File: config.mk
export PLATFORM = sky130hd
export DESIGN_NAME = uart_rx_fifo_flat
export DESIGN_NICKNAME = d
export VERILOG_FILES = /design/src/rtl/uart_rx_fifo_if.sv /design/src/rtl/uart_rx_fifo.sv /design/src/flat_wrapper.sv
export SDC_FILE = /design/constraint.sdc
export NUM_CORES = 1
export LEC_CHECK = 0
export ABC_CLOCK_PERIOD_IN_PS = 2500
export BUFFER_PORTS_ARGS = -buffer_cell sky130_fd_sc_hd__buf_2
export CORE_MARGIN = 4
export CORE_UTILIZATION = 55
export DETAILED_ROUTE_END_ITERATION = 7
export GPL_TIMING_DRIVEN = 0
export MAX_ROUTING_LAYER = met4
export PLACE_DENSITY = 0.78
export SLEW_MARGIN = 20
export SYNTH_ARGS = -nofsm -noshare
export SYNTH_HDL_FRONTEND = slang
export SYNTH_SLANG_ARGS = --single-unit
File: constraint.sdc
create_clock -name clk -period 2.5 [get_ports clk]
set_clock_uncertainty 0.05 [all_clocks]
set_input_delay 0.25 -clock clk [delete_from_list [all_inputs] [get_ports clk]]
set_output_delay 0.25 -clock clk [all_outputs]
set_load 0.05 [all_outputs]
File: src/rtl/uart_rx_fifo_if.sv
// Bundle between the UART receive path, the receive FIFO and its consumer.
// The master modport drives frames and pops; the slave modport is the FIFO itself.
interface uart_rx_fifo_if #(
    parameter int DEPTH = 4,
    parameter int AW    = $clog2(DEPTH)
);
    logic [7:0]  in_data;
    logic        in_valid;
    logic        rd_en;
    logic [6:0]  rd_data;
    logic        rd_err;
    logic        empty;
    logic        full;
    logic [AW:0] count;
    logic        overflow;
    logic [7:0]  err_count;

    modport master (
        output in_data, in_valid, rd_en,
        input  rd_data, rd_err, empty, full, count, overflow, err_count
    );

    modport slave (
        input  in_data, in_valid, rd_en,
        output rd_data, rd_err, empty, full, count, overflow, err_count
    );
endinterface

File: src/rtl/uart_rx_fifo.sv
// Captures UART frames on the rising edge of in_valid, checks parity and buffers
// the 7-bit character plus error flag in a first-word-fall-through FIFO.
module uart_rx_fifo #(
    parameter int DEPTH      = 4,
    parameter bit PARITY_ODD = 1'b0
) (
    input  logic          clk,
    input  logic          rst,
    uart_rx_fifo_if.slave bus
);
    localparam int AW = $clog2(DEPTH);
    localparam logic [AW:0] FULL_COUNT = DEPTH[AW:0];

    logic [7:0]    r_mem [DEPTH];
    logic [AW-1:0] r_wrPtr;
    logic [AW-1:0] r_rdPtr;
    logic [AW:0]   r_count;
    logic          r_inValidQ;
    logic          r_overflow;
    logic [7:0]    r_errCount;

    logic w_frameEvt;
    logic w_perr;
    logic w_empty;
    logic w_full;
    logic w_wr;
    logic w_rd;

    assign w_frameEvt = bus.in_valid & ~r_inValidQ;
    assign w_perr     = (^bus.in_data) ^ PARITY_ODD;
    assign w_empty    = (r_count == '0);
    assign w_full     = (r_count == FULL_COUNT);
    // A pop on a full FIFO frees the slot the incoming frame needs in the same cycle.
    assign w_wr       = w_frameEvt & (~w_full | bus.rd_en);
    assign w_rd       = bus.rd_en & ~w_empty;

    always_ff @(posedge clk) begin
        if (w_wr) begin
            r_mem[r_wrPtr] <= {w_perr, bus.in_data[6:0]};
        end
    end

    always_ff @(posedge clk or posedge rst) begin
        if (rst) begin
            r_wrPtr    <= '0;
            r_rdPtr    <= '0;
            r_count    <= '0;
            r_inValidQ <= 1'b0;
            r_overflow <= 1'b0;
            r_errCount <= '0;
        end else begin
            r_inValidQ <= bus.in_valid;
            if (w_wr) begin
                r_wrPtr <= r_wrPtr + 1'b1;
            end
            if (w_rd) begin
                r_rdPtr <= r_rdPtr + 1'b1;
            end
            case ({w_wr, w_rd})
                2'b10:   r_count <= r_count + 1'b1;
                2'b01:   r_count <= r_count - 1'b1;
                default: r_count <= r_count;
            endcase
            if (w_frameEvt & w_full & ~bus.rd_en) begin
                r_overflow <= 1'b1;
            end
            // Dropped frames still count toward the error total.
            if (w_frameEvt & w_perr & (r_errCount != 8'hFF)) begin
                r_errCount <= r_errCount + 1'b1;
            end
        end
    end

    assign bus.rd_data   = r_mem[r_rdPtr][6:0];
    assign bus.rd_err    = r_mem[r_rdPtr][7];
    assign bus.empty     = w_empty;
    assign bus.full      = w_full;
    assign bus.count     = r_count;
    assign bus.overflow  = r_overflow;
    assign bus.err_count = r_errCount;
endmodule

File: src/flat_wrapper.sv
// flat-port wrapper written by rule: the top's interface ports become plain ports
module uart_rx_fifo_flat 
#(
    parameter int DEPTH      = 4,
    parameter bit PARITY_ODD = 1'b0
)
  (clk, rst, bus_in_data, bus_in_valid, bus_rd_en, bus_rd_data, bus_rd_err, bus_empty, bus_full, bus_count, bus_overflow, bus_err_count);
  uart_rx_fifo_if #(.DEPTH(DEPTH)) bus_i ();
  input  logic clk;
  input  logic rst;
  input wire logic [$bits(bus_i.in_data)-1:0] bus_in_data;
  input wire logic [$bits(bus_i.in_valid)-1:0] bus_in_valid;
  input wire logic [$bits(bus_i.rd_en)-1:0] bus_rd_en;
  output wire logic [$bits(bus_i.rd_data)-1:0] bus_rd_data;
  output wire logic [$bits(bus_i.rd_err)-1:0] bus_rd_err;
  output wire logic [$bits(bus_i.empty)-1:0] bus_empty;
  output wire logic [$bits(bus_i.full)-1:0] bus_full;
  output wire logic [$bits(bus_i.count)-1:0] bus_count;
  output wire logic [$bits(bus_i.overflow)-1:0] bus_overflow;
  output wire logic [$bits(bus_i.err_count)-1:0] bus_err_count;
  assign bus_i.in_data = bus_in_data;
  assign bus_i.in_valid = bus_in_valid;
  assign bus_i.rd_en = bus_rd_en;
  assign bus_rd_data = bus_i.rd_data;
  assign bus_rd_err = bus_i.rd_err;
  assign bus_empty = bus_i.empty;
  assign bus_full = bus_i.full;
  assign bus_count = bus_i.count;
  assign bus_overflow = bus_i.overflow;
  assign bus_err_count = bus_i.err_count;
  uart_rx_fifo #(.DEPTH(DEPTH), .PARITY_ODD(PARITY_ODD)) u_core (.clk(clk), .rst(rst), .bus(bus_i));
endmodule
* Word level (Yosys, flattened, before mapping)
Memory sizes are Yosys's and may differ from the RTL's. Cells that the tools add are included.
Word-level totals: memories 1, register bits after elaboration 17, output and inout port bits 22, memory bits (writable) 32, input bits 12, word-level logic and storage cells 34
Memories:
- u_core.r_mem | depth 4, bits a word 8, rd ports 1, clocked after memory_dff 0, wr ports 1, RTL line uart_rx_fifo.sv:14 | logic [7:0] r_mem [DEPTH];
Operators by class: reduce and logical (&&, ||, !) cells 3, eq/ne operators 4, add/subtract/negate cells 5, bitwise operators 12, muxes and demuxes 3
Operators with widths (count):
- $add A8 B1 Y8 const B | 1
- $ne A8 B8 Y1 const B | 1
- $reduce_xor A8 Y1 | 1
- $and A1 B1 Y1 | 7
- $pmux W3 S2 | 1
- $add A2 B1 Y2 const B | 2
- $not A1 Y1 | 4
- $add A3 B1 Y3 const B | 1
- $eq A3 B3 Y1 const B | 1
- $logic_not A3 Y1 | 1
- $sub A3 B1 Y3 const B | 1
- $eq A2 B1 Y1 const B | 1
- $eq A2 B2 Y1 const B | 1
- $mux W1 | 2
- $reduce_bool A2 Y1 | 1
- $or A1 B1 Y1 | 1

* Logic depth before layout (Yosys ltp)
word-level depth 6, depth in mapped cells 11, mapped depth without buffers 11

* Worst setup path after synthesis
Ideal clock, no wire load.
path kind register to register, start register u_core.r_count[0], in the netlist u_core.bus.count[0], end register u_core.r_count[2], in the netlist u_core.bus.count[2], setup slack -554 ps, setup time 145 ps, buffers on the path 0, period minus slack after synthesis 3054 ps, arrival 2859 ps, cell stages (with the launch flop) 9, data required time 2305 ps, cell sequence dfrtp_1 -> nor3_1 -> nor2b_1 -> ha_1 -> inv_1 -> fa_1 -> xor2_1 -> nor2_1 -> xor2_1
On the way: elaborated cells between the ends (all ways) 13, classes of those cells add/sub (2); eq/ne (3); mux (1); bitwise (5); reduce/logical (2)
RTL lines:
- start: declaration | RTL line uart_rx_fifo.sv:17 | logic [AW:0] r_count;
- start signal: assignment | RTL line uart_rx_fifo.sv:60 | 2'b10: r_count <= r_count + 1'b1;
- start signal: assignment | RTL line uart_rx_fifo.sv:61 | 2'b01: r_count <= r_count - 1'b1;
- start signal: assignment | RTL line uart_rx_fifo.sv:62 | default: r_count <= r_count;
- $logic_not A3 Y1 (*) | RTL line uart_rx_fifo.sv:31 | assign w_empty = (r_count == '0);
- net bus_empty | RTL line flat_wrapper.sv:16 | output wire logic [$bits(bus_i.empty)-1:0] bus_empty;
- $not A1 Y1 (*) | RTL line uart_rx_fifo.sv:35 | assign w_rd = bus.rd_en & ~w_empty;
- $and A1 B1 Y1 (*) | RTL line uart_rx_fifo.sv:35
- net u_core.w_rd | RTL line uart_rx_fifo.sv:27 | logic w_rd;
- $eq A2 B1 Y1 / $eq A2 B2 Y1 (equally long branches) | RTL line uart_rx_fifo.sv:59 | case ({w_wr, w_rd})
- $pmux W3 S2 / $reduce_bool A2 Y1 (equally long branches)
The timed path passes the listed nets; every way through them passes the cells marked *. A chain may end at the register's enable or synchronous reset.

* Final worst setup path
start register u_core.r_count[1], in the netlist u_core.bus.count[1], end register u_core.r_count[2], in the netlist u_core.bus.count[2]
On the way: word-level cells in the longest chain between the ends 6, elaborated cells between the ends (all ways) 13, classes of those cells add/sub (2); eq/ne (3); mux (1); bitwise (5); reduce/logical (2)
RTL lines:
- $eq A3 B3 Y1 | RTL line uart_rx_fifo.sv:32 | assign w_full = (r_count == FULL_COUNT);
- $not A1 Y1 | RTL line uart_rx_fifo.sv:34 | assign w_wr = w_frameEvt & (~w_full | bus.rd_en);
- $or A1 B1 Y1 | RTL line uart_rx_fifo.sv:34
- $and A1 B1 Y1 | RTL line uart_rx_fifo.sv:34
- $eq A2 B1 Y1 / $eq A2 B2 Y1 (equally long branches) | RTL line uart_rx_fifo.sv:59
- $pmux W3 S2 / $reduce_bool A2 Y1 (equally long branches)
Several ways; a longest one is shown, not always the timed one.

==> results_dict.tcl <==
set metrics [dict create \
    drc 0 \
    grt_pass1_vias 1271 \
    placed_cells 212 \
    hold_slack_ns -0.0179 \
    yosysMostFrequentCell "edfxtp_1" \
    tightest_slew_ns 0.663 \
    wl_um 3470 \
    cts_tree "done" \
    cts_buffer_depth 2 \
    cts_hold_buf 0 \
    core_mm2 0.00369 \
    syn_inst 131 \
    violations "hold timing" \
    arrival_ns 2.48 \
    clock_latency_ns 0.30 \
    multi_input_area_um2 691 \
    drive_gt1_frac 0.360 \
    top_layer_used "met4" \
    dr.pass1.iters 4 \
    end_kind "flip-flop" \
    synth_edf_count 32 \
    rsz0062_at_grt "false" \
    synth_area_mm2 0.00211 \
    htree_levels 2 \
    io_pins 34 \
    overflow 0 \
    synth_nets 150 \
    wl_met3_um 163 \
    place_area_mm2 0.00234 \
    antenna_found_initial 0 \
    start_kind "flip-flop" \
    status "finished with violations" \
    critPathRequiredTime_ns 2.67 \
    seq_area_mm2 0.00139 \
    die_x_um 69.9 \
    diodes 0 \
    syn_to_final_growth_pct 15.2 \
    synthArstFlopShare 0.347 \
    vias_per_cell 5.19 \
    die_area_mm2 0.00489 \
    period_share 0.923 \
    post-route-min-period_ns 2.31 \
    path_clk_slew_ns 0.09 \
    yosys.cell_types.count 27 \
    tns_ns 0 \
    synth_top_area_share 0.456 \
    gp_congestion 0.759 \
    nets 190 \
    avgSynthCellArea_um2 16.1 \
    grt_pass1_wl_um 6090 \
    cts_root_buf "clkbuf_8" \
    initial_utilization 0.572 \
    port_buffers 33 \
    hp-class "input port to asynchronous set/reset pin" \
    hpwlAfterDp_um 2550 \
    wl_per_cell_um 15.8 \
    yosys-top-cells-count "32 x edfxtp_1, 17 x dfrtp_1, 9 x xnor2_1, 9 x xor2_1" \
    finalSetupViolations 0 \
    grt_usage 0.166 \
    fill_cells 273 \
    drt_iter0_markers 53 \
    ys_seq_area_frac 0.657 \
    slew_headroom 0.558 \
    stdcell_area_mm2 0.00243 \
    grt_max_degree 18 \
    hold_violations 17 \
    synth_top_area_cell "edfxtp_1" \
    crit_type "flip-flop to flip-flop" \
    numCtsBuffers 5 \
    vias 1141 \
    postCtsSetupBuffers 0 \
    slew_violations 0 \
    final_cells 220 \
    fmaxAchievable_mhz 433 \
    ant_nets 0 \
    wl_met2_um 1840 \
    synth_ff_type "edfxtp_1" \
    wl_met1_um 1410 \
    power_density_mw_per_mm2 1240 \
    drv_cap 0 \
    clock_sinks 49 \
    die_h_um 69.9 \
    vdd_drop_max_mv 0.988 \
    p_leak_nw 0.990 \
    synth_warnings 0 \
    synth.area.top_cells "edfxtp_1 46%, dfrtp_1 20%, mux4_2 8.5%, xnor2_1 3.7%, xor2_1 3.7%" \
    num_rows 22 \
    ys_ff_latch 49 \
    critical_path_peak_fanout 7 \
    cts_resized 0 \
]
==> registers in the layout (all words and copies together), names as in the netlist <==
name,flops
u_core.bus.err_count,8
u_core.r_inValidQ,1
u_core.bus.count,3
u_core.bus.overflow,1
u_core.r_wrPtr,2
u_core.r_rdPtr,2
u_core.r_mem,32
==> layout make-up <==
class / instances / share of cell area
clock buffer: 5 / 0.0283
tap: 48 / 0.0247
multi-input combinational: 72 / 0.284
inverter: 8 / 0.0124
buffer: 2 / 0.00360
sequential: 49 / 0.572
clock inverter: 3 / 0.00721
timing repair buffer: 33 / 0.0679
==> metal layers <==
metal,global-route usage,vias to the layer above
met1,0.196,566
li1,-,542
met2,0.275,27
met5,-,-
met3,0.0417,6
met4,0.0617,0
==> report_power, final <==
part           total, W  internal, W  switching, W
Combinational   0.00140     0.000424      0.000975
Sequential      0.00117      0.00105      0.000124
Clock          0.000443     0.000193      0.000250
==> metrics by stage <==
step / total power, W / hold slack [ns] / util / worst slack, ns
2_1_floorplan: 0.00228 / 0.126 / - / 0.0462
3_3_place_gp: 0.00254 / 0.305 / 0.636 / 0.314
3_5_place_dp: 0.00260 / 0.325 / 0.636 / 0.213
4_1_cts: 0.00305 / 0.00997 / 0.659 / 0.183
5_1_grt: 0.00318 / 0.0131 / 0.659 / 0.00155
6_report: 0.00302 / -0.0179 / 0.659 / 0.193
==> final timing paths <==
check	startpoint	end	slack (ns)	cells after the start
min in group clk	bus_in_valid	u_core.r_inValidQ	0.03	1
setup / recovery	u_core.bus.count[1]	u_core.bus.count[2]	0.19	11
setup reg to reg	u_core.bus.count[1]	u_core.bus.count[2]	0.19	11
hold reg to reg	u_core.bus.overflow	u_core.bus.overflow	0.42	1
max in group asynchronous	rst	u_core.bus.count[1]	1.96	2
hold / removal	rst	u_core.r_rdPtr[1]	-0.02	2
==> cell usage in the layout (no fill, tap or decap), drive strengths merged <==
master	n
a21o	1
nand2b	2
edfxtp	32
mux2	3
clkinv	2
nor2	5
mux2i	1
and2	4
xor2	9
and3	1
clkinvlp	1
or3	1
dfrtp	17
nor4	1
nand3	5
clkbuf	5
buf	35
mux4	8
xnor2	10
nand2	6
fa	1
nor3	5
inv	8
nor2b	3
ha	6
==> critical path: stages, from the launching register on <==
cell     delay, ns
dfrtp_2       0.43
inv_1         0.11
and3_2        0.20
nor2b_1       0.18
nor2_1        0.15
inv_1         0.08
ha_1          0.17
inv_1         0.06
fa_1          0.37
xor2_1        0.16
nor2_1        0.11
xor2_1        0.16
==> cell families (layout without fill, tap and decap cells) <==
logic type               Yosys count  count (layout)  synth area share
AND/OR/NAND/NOR                   33              33            0.0854
buffers and inverters             10              51            0.0184
flip-flops                        49              49             0.657
XOR/XNOR                          19              19            0.0824
multiplexers                      12              12             0.108
AO/OA/AOI/OAI                      1               1           0.00356
adder cells (fa/ha/maj)            7               7            0.0451
No activity file was read; power rests on OpenSTA's default activity.
